$ cat src/rtl/count_seq_checker_sat_counter.sv
// Event counter that either saturates at all-ones or wraps modulo 2**W.
// Counts one per cycle while inc_i is high; synchronous active-high reset.
module sat_counter #(
    parameter int W = 8
) (
    input  logic         clk_i,
    input  logic         rst_i,
    input  logic         inc_i,
    input  logic         sat_en_i,
    output logic [W-1:0] count_o
);

    logic [W-1:0] count_q;
    logic [W-1:0] count_d;

    always_comb begin
        count_d = count_q;
        if (inc_i && !(sat_en_i && (count_q == {W{1'b1}}))) begin
            count_d = count_q + W'(1);
        end
    end

    always_ff @(posedge clk_i) begin
        if (rst_i) begin
            count_q <= '0;
        end else begin
            count_q <= count_d;
        end
    end

    assign count_o = count_q;

endmodule

$ cat config.mk
export PLATFORM = sky130hd
export DESIGN_NAME = sat_counter
export DESIGN_NICKNAME = d
export VERILOG_FILES = /design/src/rtl/count_seq_checker_sat_counter.sv
export SDC_FILE = /design/constraint.sdc
export NUM_CORES = 1
export LEC_CHECK = 0
export CAP_MARGIN = 20
export CORE_AREA = 4 4 41 43
export DETAILED_ROUTE_END_ITERATION = 10
export DIE_AREA = 0 0 45 47
export PLACE_DENSITY = 0.67
export SYNTH_ARGS = -nofsm -noshare
export SYNTH_HDL_FRONTEND = slang
export SYNTH_SLANG_ARGS = --single-unit
$ cat constraint.sdc
create_clock -name clk_i -period 1.55 [get_ports clk_i]
set_input_delay 0.3875 -clock clk_i [delete_from_list [all_inputs] [get_ports clk_i]]
set_output_delay 0.3875 -clock clk_i [all_outputs]
set_load 0.02 [all_outputs]
==> results.toml <==
[outcome]
outcome = "finished clean"

[clock_network]
tritoncts = "done"
cts_setup_buffers = 0
clk_path_buf_depth = 2
htreeDepth = 1
clock_latency_ns = 0.25
cts.sinks = 8
cts_root_buf = "clkbuf_4"
hold_buffers = 0
cts_buffers = 3
clk_pin_slew_ns = 0.06

[global_route]
grt_max_degree = 9
antenna_found_initial = 0
grt_pass1_vias = 417
grtUsageTotal_pct = 12.6
grt_pass1_wl_um = 1840
globalRouteOverflowTotal = 0

[floorplan]
core_um2 = 1300
io_pins = 12
start_util_pct = 36.2
dieArea_um2 = 2120
core.rowCount = 13
die_h_um = 47
die_w_um = 45

[logic_synthesis]
syn_inst = 49
yosysWarnings = 0
syn_avg_cell_area_um2 = 9.60
synth_nets = 54
synth_top_cell_area_share_pct = 34.0
synth_edf_count = 0
ys_async_sr_fraction_pct = 0
ys_seq_area_share_pct = 34.0
synth_top_area_cell = "dfxtp_1"
synthDistinctLibCells = 26
yosys_most_used_dff = "dfxtp_1"
netlist_area_um2 = 470
synth_area_leaders = "dfxtp_1 34%, a31oi_1 6.6%, a2111oi_4 5.9%"
synth_common_cells = "8 x dfxtp_1, 5 x a31oi_1, 3 x a211oi_1, 3 x nand2_1"
yosysMostFrequentCell = "dfxtp_1"
synth_seq_cells = 8

[setup_path]
crit_fanout = 3
crit_path_cell_trace = "clkdlybuf4s50_1, and3_4, a2111oi_4, mux2_4"
start_kind = "primary input"
worst_ep_required_time_ns = 1.69
critPathTopFamily = "buffers and inverters"
cp-end-kind = "flop"
arrival_ns = 1.65
slowest_delay_ns = 0.42
crit_buf_inv = 1
cp_slowest_cell = "clkdlybuf4s50_1"
crit_type = "in2reg"

[final_layout]
drive_gt1_share_pct = 33.3
area_growth_pct = 48.1
nets = 79
layoutNonFillerInstCount = 87
diodes = 0
largest_register_ffs = 8

[route]
ant_nets = 0
wirelength_um = 1110
vias_per_cell = 5.20
drc_errors = 0
drt_pass1_iterations = 2
wl_per_cell_um = 12.7
first_iter_violations = 5
vias = 452

[flow_run]
max-cap-violations = 0

[timing]
setup_tns_ns = 0
whs_ns = 0.517
slew-limit-headroom_pct = 82.3
fin_crit_ns = 1.50
timing.final.crit_share_pct = 97.0
hold_viol = 0
rsz0062_at_grt = "no"
max_freq_mhz = 665
drv_slew = 0
worstMarginPinSlew_ns = 0.265
setup_viol = 0
skew_ns = 0.00157

[pwr]
power.density_nw_per_um2 = 632
finalPower_mw = 0.441
net-switching-power_mw = 0.109
seqPwrFrac_pct = 50.1
intPower_mw = 0.332
clock_power_share_pct = 36.7
swShare_pct = 24.6
combPwrFrac_pct = 13.2
ir_drop_mv = 0.358
leakagePower_nw = 0.303

[place]
portBuffers = 11
dp_hpwl_um = 892
routabilityCongestion = 0.757
dp.cells = 84

[min_path]
min_path_type = "reg2reg"
==> layer usage <==
metal | GRT usage, % | routed length (um) | share of wire, %
met1 | 15.4 | 532 | 48
met5 | 0 | 0 | 0
met3 | 7.28 | 82 | 7.4
met2 | 19.8 | 493 | 44
met4 | 1.75 | 0 | 0
==> worst reg2reg max path, stage by stage, from the launching register on <==
cell	delay (ns)
dfxtp_2	0.35
ha_2	0.20
and3_4	0.19
a2111oi_4	0.30
mux2_4	0.33
==> area by class of cell <==
type | instances | area [um^2]
clock buffers | 3 | 22.5
fillers | 134 | 604
inverters | 2 | 7.51
multi-input cells | 38 | 312
flip-flops and latches | 8 | 163
well taps | 15 | 18.8
repair buffers | 21 | 174
==> power groups by stage <==
| stage | Sequential, mW | Clock, mW | Combinational [mW] |
|---|---|---|---|
| floorplan | 0.231 | 0 | 0.0196 |
| global placement | 0.226 | 0 | 0.0616 |
| detailed placement | 0.225 | 0 | 0.0623 |
| CTS | 0.221 | 0.171 | 0.0582 |
| global route | 0.222 | 0.188 | 0.0632 |
| finish | 0.221 | 0.162 | 0.0582 |
==> layout by cell type (no fill, tap or decap), types with 2 or more instances in the layout <==
cell	count
a211oi_1	3
a21oi_1	2
a31oi_1	4
and3_4	2
and4_1	2
buf_4	10
clkbuf_4	3
clkdlybuf4s50_1	2
dfxtp_1	6
dfxtp_2	2
dlygate4sd2_1	9
inv_1	2
nand2_1	3
nand2b_1	2
nand4_1	2
nor2_1	2
nor2b_1	2
==> path summary, 6_finish.rpt <==
check / slack [ns] / start / endpoint / cells after the start
min: 0.52 / count_o[1] / count_o[1] / 2
max: 0.05 / sat_en_i / count_o[5] / 4
max reg2reg: 0.07 / count_o[0] / count_o[5] / 4
min reg2reg: 0.52 / count_o[1] / count_o[1] / 2
==> stage by stage <==
| stage | area [um^2] | setup WS, ns | utilization [%] |
|---|---|---|---|
| 6_report | 697 | 0.0458 | 53.6 |
| 5_1_grt | 697 | 0.0191 | 53.6 |
| 2_1_floorplan | 475 | 0.00942 | - |
| 4_1_cts | 691 | 0.0392 | 53.1 |
| 3_5_place_dp | 676 | -0.290 | 51.9 |
| 3_3_place_gp | 676 | -0.262 | 51.9 |
==> logic make-up after synthesis <==
family	after synthesis	share of synthesized area, %
and+or+nand+nor	20	29.5
AOI/OAI and AO/OA	14	24.5
DFF	8	34.0
buffers and inverters	3	2.39
muxes	3	6.91
adders and majority gates	1	2.66
==> repair_timing <==
action / 4_1_cts / 5_1_grt
pin swaps: 1 / 0
gates resized for setup: 10 / 1
endpoints found under the setup margin: 9 / 1
(Power assumes the default switching activity.)
==> RTL edit: new RTL, same flow settings <==
Put one more register stage on the output `count_o`. The value now appears one clock later.
--- a/src/rtl/count_seq_checker_sat_counter.sv
+++ b/src/rtl/count_seq_checker_sat_counter.sv
@@ -28,7 +28,9 @@
         end
     end
 
-    assign count_o = count_q;
+    always_ff @(posedge clk_i) begin
+        count_o <= count_q;
+    end
 
 endmodule
 
Behaviour: not the same (a bounded check fails within 4 cycles, from zero or initial values and one cycle with rst_i high).
==> RTL edit against the original RTL <==
  * Area after synthesis is 34% higher
  * Sequential cell count rose by 8
  * Worst setup slack got worse by 0.021 ns
  * Power rose by 60%
  * Count of clock-buffer cells in the layout unchanged
  * Sequential share of layout area rose by 15 points
  * Die area unchanged
  * Sequential power rose by 94%
  * Routed wire length grew 17%
  * Final area increased by 21%
  * Largest cell class is now registers
==> RTL edit: results (changes against the original RTL) <==
metric;value;unit;change
run_status;finished clean;;unchanged
synth_top_cells_by_area;dfxtp_1, a31oi_1, a2111oi_4;;unchanged
fillers;128;;was 134
worst_pin_slew;0.266;ns;was 0.265 ns
synth_common_cells;dfxtp_1, a31oi_1, a211oi_1, nand2_1;;unchanged
muxShareOfSynthArea;0.0516;;was 0.0691
hold_start;count_q[3];;was count_o[1]
drive_gt1_frac;0.244;;was 0.333
hpwl;964;um;was 892 um
comb_power;0.0712;mW;was 0.0582 mW
syn-num-nets;62;;was 54
wl_per_cell;14.0;um;was 12.7 um
grt_pass1_vias;486;;was 417
clkTransAtPathRegs;0.08;ns;was 0.06 ns
crit_arrival;1.71;ns;was 1.65 ns
crit_start;inc_i;;was sat_en_i
viasPerCell;5.54;;was 5.20
grt_pass1_wl;2.13;mm;was 1.84 mm
met2_usage;0.249;;was 0.198
grtUsageTotal;0.145;;was 0.126
dp_slack;-0.284;ns;was -0.290 ns
peakVddDrop;0.517;mV;was 0.358 mV
place_inst;90;;was 84
insertion_delay;0.28;ns;was 0.25 ns
pg_seq;0.428;mW;was 0.221 mW
gp_congestion;0.773;;was 0.757
[RTL edit: cell types whose count changed after synthesis, sizes merged]
cell   change
dfxtp      +8
[RTL edit: layout make-up]
type	count	area [um2]	share of cell area
well taps	15	18.8	0.0222
flip-flops and latches	16	320	0.379
multi-input cells	38	315	0.373
clock buffers	3	22.5	0.0267
inverters	2	7.51	0.00889
repair buffers	19	160	0.190
[RTL edit: final timing paths]
path / endpoint / slack (ns)
max: count_q[5] / 0.02
min reg2reg: count_o[3] / 0.43
max reg2reg: count_q[5] / 0.06
min: count_o[3] / 0.43
[RTL edit: layer usage]
layer | vias to the layer above | share of wire
met5 | - | 0
met2 | 18 | 0.49
met4 | 0 | 0.024
met3 | 5 | 0.063
li1 | 260 | -
met1 | 232 | 0.43
[RTL edit: kinds of logic after synthesis]
logic type	Yosys count
simple gates	20
compound gates	14
flops	16
mux	3
fa+ha+maj	1
buf+inv	3
